## config.mk

```make
export PLATFORM = sky130hd
export DESIGN_NAME = detector_jogada
export DESIGN_NICKNAME = d
export VERILOG_FILES = /design/src/rtl/detector_jogada_pkg.sv /design/src/rtl/filtro_debounce.sv /design/src/rtl/detector_jogada.sv
export SDC_FILE = /design/constraint.sdc
export NUM_CORES = 1
export LEC_CHECK = 0
export BUFFER_PORTS_ARGS = -buffer_cell sky130_fd_sc_hd__buf_4
export CORE_MARGIN = 1
export CORE_UTILIZATION = 55
export CTS_BUF_LIST = sky130_fd_sc_hd__clkbuf_8
export DETAILED_ROUTE_END_ITERATION = 8
export PLACE_DENSITY = 0.82
export REMOVE_ABC_BUFFERS = 1
export SLEW_MARGIN = 20
export SYNTH_ARGS = -nofsm -noshare
export SYNTH_HDL_FRONTEND = slang
export SYNTH_SLANG_ARGS = --single-unit
```

## constraint.sdc

```tcl
create_clock -name clock -period 2.32 [get_ports clock]
set_input_delay 0.348 -clock clock [delete_from_list [all_inputs] [get_ports clock]]
set_output_delay 0.348 -clock clock [all_outputs]
set_load 0.03 [all_outputs]
```

## src/rtl/detector_jogada_pkg.sv

```systemverilog
// -----------------------------------------------------------------------------
// detector_jogada_pkg
// Shared definitions for the jogada (key press) detector:
//   - FSM state encodings (ESPERA, SEGURA), also shown on the debug display
//   - default debounce length in clock cycles
//   - one-hot test used to validate a debounced switch vector
// -----------------------------------------------------------------------------
package detector_jogada_pkg;

    // FSM encodings; the 2-bit value is exported as db_estado.
    localparam logic [1:0] ESPERA = 2'b00;  // waiting for a press
    localparam logic [1:0] SEGURA = 2'b01;  // press consumed, waiting for release

    // 4 samples at 1 kHz gives 4 ms of debounce.
    localparam int DEBOUNCE_CICLOS_PADRAO = 4;

    // True when exactly one bit is set. Callers zero-extend narrower vectors,
    // which does not change the answer.
    function automatic logic eh_one_hot(input logic [31:0] v);
        return (v != 32'd0) && ((v & (v - 32'd1)) == 32'd0);
    endfunction

endpackage

```

## src/rtl/filtro_debounce.sv

```systemverilog
// -----------------------------------------------------------------------------
// filtro_debounce
// Two-flop synchroniser followed by a vector-wide debounce filter. A new switch
// value is accepted into deb only after the synchronised vector has matched
// the candidate for DEBOUNCE_CICLOS consecutive evaluations after it was
// captured, so any change shorter than DEBOUNCE_CICLOS+1 samples is dropped.
//
// Ports:
//   clock       in   system clock
//   reset       in   asynchronous reset, active low
//   chaves      in   raw asynchronous switches [N_CHAVES]
//   deb         out  debounced switch vector [N_CHAVES]
//   tem_jogada  out  registered (deb != 0), updated together with deb
// -----------------------------------------------------------------------------
module filtro_debounce #(
    parameter int N_CHAVES        = 4,
    parameter int DEBOUNCE_CICLOS = 4
) (
    input  logic                clock,
    input  logic                reset,
    input  logic [N_CHAVES-1:0] chaves,
    output logic [N_CHAVES-1:0] deb,
    output logic                tem_jogada
);

    // DEBOUNCE_CICLOS >= 2 keeps the counter at least one bit wide.
    localparam int                CNT_W   = $clog2(DEBOUNCE_CICLOS);
    localparam logic [CNT_W-1:0]  CNT_MAX = CNT_W'(DEBOUNCE_CICLOS - 1);

    logic [N_CHAVES-1:0] r_sync1;
    logic [N_CHAVES-1:0] r_sync2;
    logic [N_CHAVES-1:0] r_candidato;
    logic [N_CHAVES-1:0] r_deb;
    logic [CNT_W-1:0]    r_cnt;
    logic                r_tem;

    // NOTE: non-blocking assignments make every flop sample the pre-edge
    // value of its source, which is what turns r_sync1 -> r_sync2 into a
    // two-stage chain instead of a single wire.
    always_ff @(posedge clock or negedge reset) begin
        if (!reset) begin
            r_sync1     <= '0;
            r_sync2     <= '0;
            r_candidato <= '0;
            r_deb       <= '0;
            r_cnt       <= '0;
            r_tem       <= 1'b0;
        end else begin
            r_sync1 <= chaves;
            r_sync2 <= r_sync1;
            if (r_sync2 != r_candidato) begin
                // Input moved: restart the stability window on the new value.
                r_candidato <= r_sync2;
                r_cnt       <= '0;
            end else if (r_cnt == CNT_MAX) begin
                // Stable long enough; the counter saturates here.
                r_deb <= r_candidato;
                r_tem <= (r_candidato != '0);
            end else begin
                r_cnt <= r_cnt + 1'b1;
            end
        end
    end

    assign deb        = r_deb;
    assign tem_jogada = r_tem;

endmodule

```

## src/rtl/detector_jogada.sv

```systemverilog
// -----------------------------------------------------------------------------
// detector_jogada
// Input stage of the memory game: debounces the switch vector, validates that
// exactly one key is pressed, pulses jogada_feita / jogada_invalida once per
// physical press and holds the last accepted one-hot code.
//
// Ports:
//   clock            in   system clock (1 kHz nominal)
//   reset            in   asynchronous reset, active low
//   chaves           in   raw switches [N_CHAVES]
//   habilita         in   press is accepted only while high
//   limpa            in   synchronous clear of jogada (acceptance wins)
//   jogada_feita     out  one-cycle pulse on a valid one-hot press
//   jogada_invalida  out  one-cycle pulse on a non-one-hot press
//   jogada           out  last accepted code [N_CHAVES]
//   tem_jogada       out  debounced vector is nonzero
//   db_estado        out  FSM state for the debug display
// -----------------------------------------------------------------------------
module detector_jogada
    import detector_jogada_pkg::*;
#(
    parameter int N_CHAVES        = 4,
    parameter int DEBOUNCE_CICLOS = DEBOUNCE_CICLOS_PADRAO
) (
    input  logic                clock,
    input  logic                reset,
    input  logic [N_CHAVES-1:0] chaves,
    input  logic                habilita,
    input  logic                limpa,
    output logic                jogada_feita,
    output logic                jogada_invalida,
    output logic [N_CHAVES-1:0] jogada,
    output logic                tem_jogada,
    output logic [1:0]          db_estado
);

    logic [N_CHAVES-1:0] w_deb;
    logic                w_tem;
    logic [1:0]          r_estado;
    logic [1:0]          w_prox_estado;
    logic                w_aceita;
    logic                w_invalida;
    logic [N_CHAVES-1:0] r_jogada;

    filtro_debounce #(
        .N_CHAVES        (N_CHAVES),
        .DEBOUNCE_CICLOS (DEBOUNCE_CICLOS)
    ) u_filtro (
        .clock      (clock),
        .reset      (reset),
        .chaves     (chaves),
        .deb        (w_deb),
        .tem_jogada (w_tem)
    );

    // Pulses are decoded from ESPERA and the current deb, so they rise in the
    // same cycle deb takes the new value; leaving ESPERA at the next edge is
    // what limits them to one cycle.
    // NOTE: every signal driven here gets a default first, so no path leaves
    // one unassigned and no latch is inferred.
    always_comb begin
        w_prox_estado = r_estado;
        w_aceita      = 1'b0;
        w_invalida    = 1'b0;
        case (r_estado)
            ESPERA: begin
                if (w_deb != '0) begin
                    // The press is consumed even when habilita is low.
                    w_prox_estado = SEGURA;
                    if (habilita) begin
                        if (eh_one_hot(32'(w_deb))) w_aceita   = 1'b1;
                        else                        w_invalida = 1'b1;
                    end
                end
            end
            SEGURA: begin
                // Key changes while held are ignored until full release.
                if (w_deb == '0) w_prox_estado = ESPERA;
            end
            default: w_prox_estado = ESPERA;
        endcase
    end

    always_ff @(posedge clock or negedge reset) begin
        if (!reset) begin
            r_estado <= ESPERA;
            r_jogada <= '0;
        end else begin
            r_estado <= w_prox_estado;
            if (w_aceita)   r_jogada <= w_deb;
            else if (limpa) r_jogada <= '0;
        end
    end

    assign jogada_feita    = w_aceita;
    assign jogada_invalida = w_invalida;
    assign jogada          = r_jogada;
    assign tem_jogada      = w_tem;
    assign db_estado       = r_estado;

endmodule
```

==> flow_summary.json, run 1 <==
{
  "vias": 519,
  "fin_crit_ns": 2.11,
  "synth_top_family_by_area": "multiplexers",
  "synth-warning-count": 0,
  "die_area_um2": 1880,
  "rsz0062_at_grt": "false",
  "clock_sinks": 24,
  "gp_congestion": 0.750,
  "die_w_um": 43.4,
  "p_total_mw": 0.699,
  "area_delta_synth_final_pct": 16.7,
  "maxSlewViolCount": 0,
  "grt_pass1_vias": 508,
  "status": "complete, no violations",
  "whs_ns": 0.194,
  "cts.path.max_buffers": 2,
  "netlist.area_leader.share_pct": 63.7,
  "end_kind": "output port",
  "worstSkewPairLatency_ns": 0.25,
  "avgSynthCellArea_um2": 13.3,
  "cts-buffers-inserted": 3,
  "stdcell_area_um2": 1100,
  "min_path_type": "primary input to register",
  "cp_data_arrival_time_ns": 1.76,
  "grt-ovfl-total": 0,
  "grtUsageTotal_pct": 17.8,
  "initial_utilization_pct": 60.4,
  "synthTopCellsByArea": "dfrtp_1, mux2_2, xnor2_1",
  "setup_slack_ns": 0.209,
  "wirelength_mm": 1.25,
  "synth_compound_area_share_pct": 4.91,
  "dpl_cell_area_um2": 1050,
  "fillers": 104,
  "ant_nets": 0,
  "cts_tree": "built",
  "rows": 14,
  "first_pass_iters": 1,
  "detail_route.wl_per_cell_um": 12.5,
  "synth_mux_area_share_pct": 10.6,
  "syn_area_um2": 942,
  "ys_seq_elements": 24,
  "p_leak_nw": 0.539,
  "drive_above_1_share_pct": 33.3,
  "fmax_ghz": 0.474,
  "antenna_found_initial": 0,
  "finalCritPeriodShare_pct": 91.0,
  "startpoint_type": "register",
  "post_drt_via_cell_ratio": 5.19,
  "htreeDepth": 1,
  "maxCapViolations": 0,
  "synthCells": 71,
  "nets": 95,
  "final_common_cell": "dfrtp_1",
  "coreArea_um2": 1560,
  "portBuffers": 15,
  "hold_violations": 0,
  "fin_skew_ns": 0.00153,
  "place_ws_ns": 0.481,
  "finalSetupViolations": 0,
  "cp.required_ns": 1.97,
  "p_per_area_nw_per_um2": 636,
  "cts-root-buf": "clkbuf_8",
  "final_cell_mix": "dfrtp_1, buf_4, mux2_2, nor2_1",
  "grt_max_degree": 25,
  "num_io_pins": 17,
  "drt_iter0_drc": 0,
  "ir_drop_mv": 0.521,
  "drc": 0,
  "synth_fa_ha_area_share_pct": 1.33,
  "die_h_um": 43.4,
  "critical_path_class": "register to output port",
  "synth_cell_types": 22,
  "grt_pass1_wl_mm": 2.28,
  "n_antenna_cell": 0,
  "crit_fanout": 7,
  "ys_seq_area_share_pct": 63.7,
  "synth-xor-area-share_pct": 5.58,
  "yosys.area_share.simple_pct": 10.2,
  "synth_top_cell_by_area": "dfrtp_1",
  "setup_tns_ns": 0,
  "path_clk_slew_ns": 0.07
}
-- cell type report --
cell class / count / area, um^2 / share of cell area (%)
Multi-Input combinational cell: 40 / 312 / 28.3
Inverter: 1 / 3.75 / 0.341
Clock buffer: 3 / 41.3 / 3.75
Tap cell: 16 / 20.0 / 1.82
Timing Repair Buffer: 16 / 123 / 11.1
Sequential cell: 24 / 601 / 54.6
-- Yosys cell counts (all sizes together) --
cell,number
dfrtp,24
mux2,8
nor2,6
clkbuf,5
nor2b,4
xnor2,4
a21oi,2
nand2b,2
o21ai,2
xor2,2
a221oi,1
buf,1
conb,1
ha,1
inv,1
mux2i,1
nand2,1
nand4,1
nor3b,1
nor4,1
or2,1
or3,1
-- final timing paths --
path | from | end | slack [ns] | cells past startpoint
max | u_filtro.deb[0]$_DFFE_PN0P_ | jogada_feita | 0.21 | 3
min | chaves[0] | u_filtro.r_sync1[0]$_DFF_PN0_ | 0.19 | 1
max reg2reg | u_filtro.deb[0]$_DFFE_PN0P_ | jogada[0]$_DFFE_PN0P_ | 0.54 | 3
min reg2reg | u_filtro.r_sync1[2]$_DFF_PN0_ | u_filtro.r_sync2[2]$_DFF_PN0_ | 0.36 | 0
max in group asynchronous | reset | u_filtro.r_cnt[0]$_DFFE_PN0N_ | 1.56 | 2
min in group asynchronous | reset | u_filtro.r_sync1[3]$_DFF_PN0_ | 0.54 | 2
-- where the power goes --
group          switching [mW]  internal, mW
Combinational          0.0171        0.0156
Sequential            0.00730         0.430
Clock                   0.114         0.116
-- cell families after synthesis --
kind of cell / Yosys count
fa+ha+maj: 1
mux: 9
other cells: 1
flops: 24
buf+inv: 7
compound gates: 5
xor+xnor: 6
simple gates: 18
-- sequential cells by signal (all words and copies together), names as in the netlist --
name                  count
u_filtro.r_sync1          4
u_filtro.r_cnt            2
jogada                    4
u_filtro.deb              4
u_filtro.tem_jogada       1
u_filtro.r_sync2          4
db_estado                 1
u_filtro.r_candidato      4
-- repair_timing --
action	in CTS	in global routing
hold endpoints to repair	24	0
gates resized for setup	0	0
buffers inserted	0	0
hold buffers	1	0
-- worst max-delay path, cell delays in order (launching register included) --
cell      delay [ns]
dfrtp_1         0.43
or3_1           0.44
a221oi_4        0.41
buf_4           0.23
-- through the flow --
| step | utilization (%) | instances |
|---|---|---|
| finish | 70.5 | 100 |
| CTS | 70.5 | 100 |
| detailed placement | 67.3 | 96 |
| global placement | 67.3 | 96 |
| global route | 70.5 | 100 |
| floorplan | - | 65 |
-- layer usage --
layer	share of wire [%]	GRT usage, %
met3	4.6	6.25
met4	2.6	11.3
met2	44	23.6
met1	49	25.0
met5	0	0
Note: power is estimated with default switching activity, not from simulation.
==> run 2, diff against run 1 <==
--- a/config.mk
+++ b/config.mk
@@ -7,10 +7,10 @@
 export LEC_CHECK = 0
 export BUFFER_PORTS_ARGS = -buffer_cell sky130_fd_sc_hd__buf_4
 export CORE_MARGIN = 1
-export CORE_UTILIZATION = 55
+export CORE_UTILIZATION = 48
 export CTS_BUF_LIST = sky130_fd_sc_hd__clkbuf_8
 export DETAILED_ROUTE_END_ITERATION = 8
-export PLACE_DENSITY = 0.82
+export PLACE_DENSITY = 0.73
 export REMOVE_ABC_BUFFERS = 1
 export SLEW_MARGIN = 20
 export SYNTH_ARGS = -nofsm -noshare
==> flow_summary.json, run 2 (synthesis results as in run 1) <==
{
  "coreArea_um2": 1780,
  "portBuffers": 15,
  "ant_nets": 0,
  "die_area_um2": 2140,
  "multi_input_area_um2": 312,
  "cts_tree": "built",
  "rsz0062_at_grt": "false",
  "p_sw_mw": 0.148,
  "crit_end": "jogada_feita",
  "drc": 0,
  "sw_frac_of_total_pct": 20.8,
  "cp-startpoint": "u_filtro.deb[0]$_DFFE_PN0P_",
  "drive_above_1_share_pct": 33.3,
  "p_per_area_nw_per_um2": 638,
  "initial_utilization_pct": 52.8,
  "pwr-share-comb_pct": 4.6,
  "htreeDepth": 1,
  "power_frac_seq_pct": 61.6,
  "cp.required_ns": 1.97,
  "grt_pass1_vias": 421,
  "critical_path_class": "register to output port",
  "drt_iter0_drc": 4,
  "grt_pass1_wl_mm": 1.89,
  "p_clk_share_pct": 33.8,
  "vias": 518,
  "cts-root-buf": "clkbuf_8",
  "final_cell_mix": "dfrtp_1, buf_4, mux2_2, nor2_1",
  "area_delta_synth_final_pct": 17.9,
  "grt_max_degree": 25,
  "startpoint_type": "register",
  "detail_route.wl_per_cell_um": 11.0,
  "maxSlewViolCount": 0,
  "end_kind": "output port",
  "gp_congestion": 0.778,
  "r2r_slack_ns": 0.54,
  "status": "complete, no violations",
  "fin_crit_ns": 2.12,
  "path_cells": "or3_1 > a221oi_4 > buf_4",
  "setup_tns_ns": 0,
  "worstSkewPairLatency_ns": 0.27,
  "path_clk_slew_ns": 0.08,
  "fmax_ghz": 0.471,
  "nets": 95,
  "place_ws_ns": 0.491,
  "r2r_start": "u_filtro.deb[0]$_DFFE_PN0P_",
  "cp_slowest_cell": "or3_1",
  "cp_slowest_stage_delay_ns": 0.44,
  "finalSetupViolations": 0,
  "rows": 15,
  "maxCapViolations": 0,
  "fillers": 150,
  "grtUsageTotal_pct": 13.9,
  "ff_latch_area_um2": 601,
  "worstRegToRegCells": 3,
  "crit_fanout": 7,
  "cp_data_arrival_time_ns": 1.77,
  "ir_drop_mv": 0.364,
  "min_path_type": "primary input to register",
  "n_antenna_cell": 0,
  "cts-buffers-inserted": 3,
  "post_drt_via_cell_ratio": 4.75,
  "first_pass_iters": 2,
  "antenna_found_initial": 0,
  "grt-ovfl-total": 0,
  "reg2reg_to": "jogada[1]$_DFFE_PN0P_",
  "wirelength_mm": 1.20,
  "fin_skew_ns": 0.00451,
  "die_h_um": 46.3,
  "hold_violations": 0,
  "p_leak_nw": 0.539,
  "setup_slack_ns": 0.198,
  "post_cts_buffers": 0,
  "final_common_cell": "dfrtp_1",
  "cts.path.max_buffers": 2,
  "clock_sinks": 24,
  "die_w_um": 46.3,
  "finalCritPeriodShare_pct": 91.5,
  "p_int_mw": 0.561,
  "num_io_pins": 17
}
-- run 2: cell counts in the layout (fill, tap and decap cells not counted) --
Identical to the previous run, type by type.
-- run 2: per-layer routing --
metal	vias up	global-route usage, %	share of wire, %
li1	257	-	-
met1	242	18.0	51
met2	14	18.1	41
met3	5	4.71	4.4
met4	0	12.4	3.4
met5	-	0	0
-- run 2: worst min-delay path by stage --
stage	from	end	slack (ns)	cells past startpoint
after floorplan	reset	db_estado[0]$_DFFE_PN0P_	0.05	0
after global placement	reset	u_filtro.r_cnt[0]$_DFFE_PN0N_	0.26	1
after detailed placement	reset	u_filtro.r_cnt[0]$_DFFE_PN0N_	0.26	1
after CTS	chaves[2]	u_filtro.r_sync1[2]$_DFF_PN0_	0.18	1
after global routing	chaves[2]	u_filtro.r_sync1[2]$_DFF_PN0_	0.17	1
final	chaves[2]	u_filtro.r_sync1[2]$_DFF_PN0_	0.18	1
-- run 2: cell type report --
cell class | count | area share (%)
flip-flops and latches | 24 | 54.1
inverters | 1 | 0.338
clock buffers | 3 | 3.72
multi-input cells | 40 | 28.0
repair buffers | 16 | 11.0
well taps | 25 | 2.82
-- run 2: what timing repair did --
item | in CTS | in global routing
setup endpoints to repair | 0 | 0
hold buffers | 1 | 0
resized for setup | 0 | 0
endpoints found under the hold margin | 24 | 0
-- run 2: worst max-delay path: cells and delay by family (launching register included) --
kind,cells,cell delay [ns]
AOI/OAI and AO/OA,1,0.40
DFF,1,0.43
buffers and inverters,1,0.23
and+or+nand+nor,1,0.44
-- run 2: metrics by stage --
step / std cells / util (%) / power (mW) / cell area, um^2 / hold WS [ns]
after detailed placement: 105 / 59.4 / 0.478 / 1060 / 0.257
after global placement: 105 / 59.4 / 0.477 / 1060 / 0.258
after CTS: 109 / 62.3 / 0.718 / 1110 / 0.177
after floorplan: 65 / - / 0.457 / 916 / 0.0524
after global routing: 109 / 62.3 / 0.743 / 1110 / 0.167
final: 109 / 62.3 / 0.709 / 1110 / 0.182
-- run 2: power groups by stage --
stage	combinational (mW)	clock [mW]	sequential, mW
finish	0.0324	0.240	0.437
global route	0.0372	0.268	0.439
floorplan	0.0128	0	0.444
CTS	0.0337	0.247	0.437
detailed placement	0.0321	0	0.446
global placement	0.0320	0	0.445
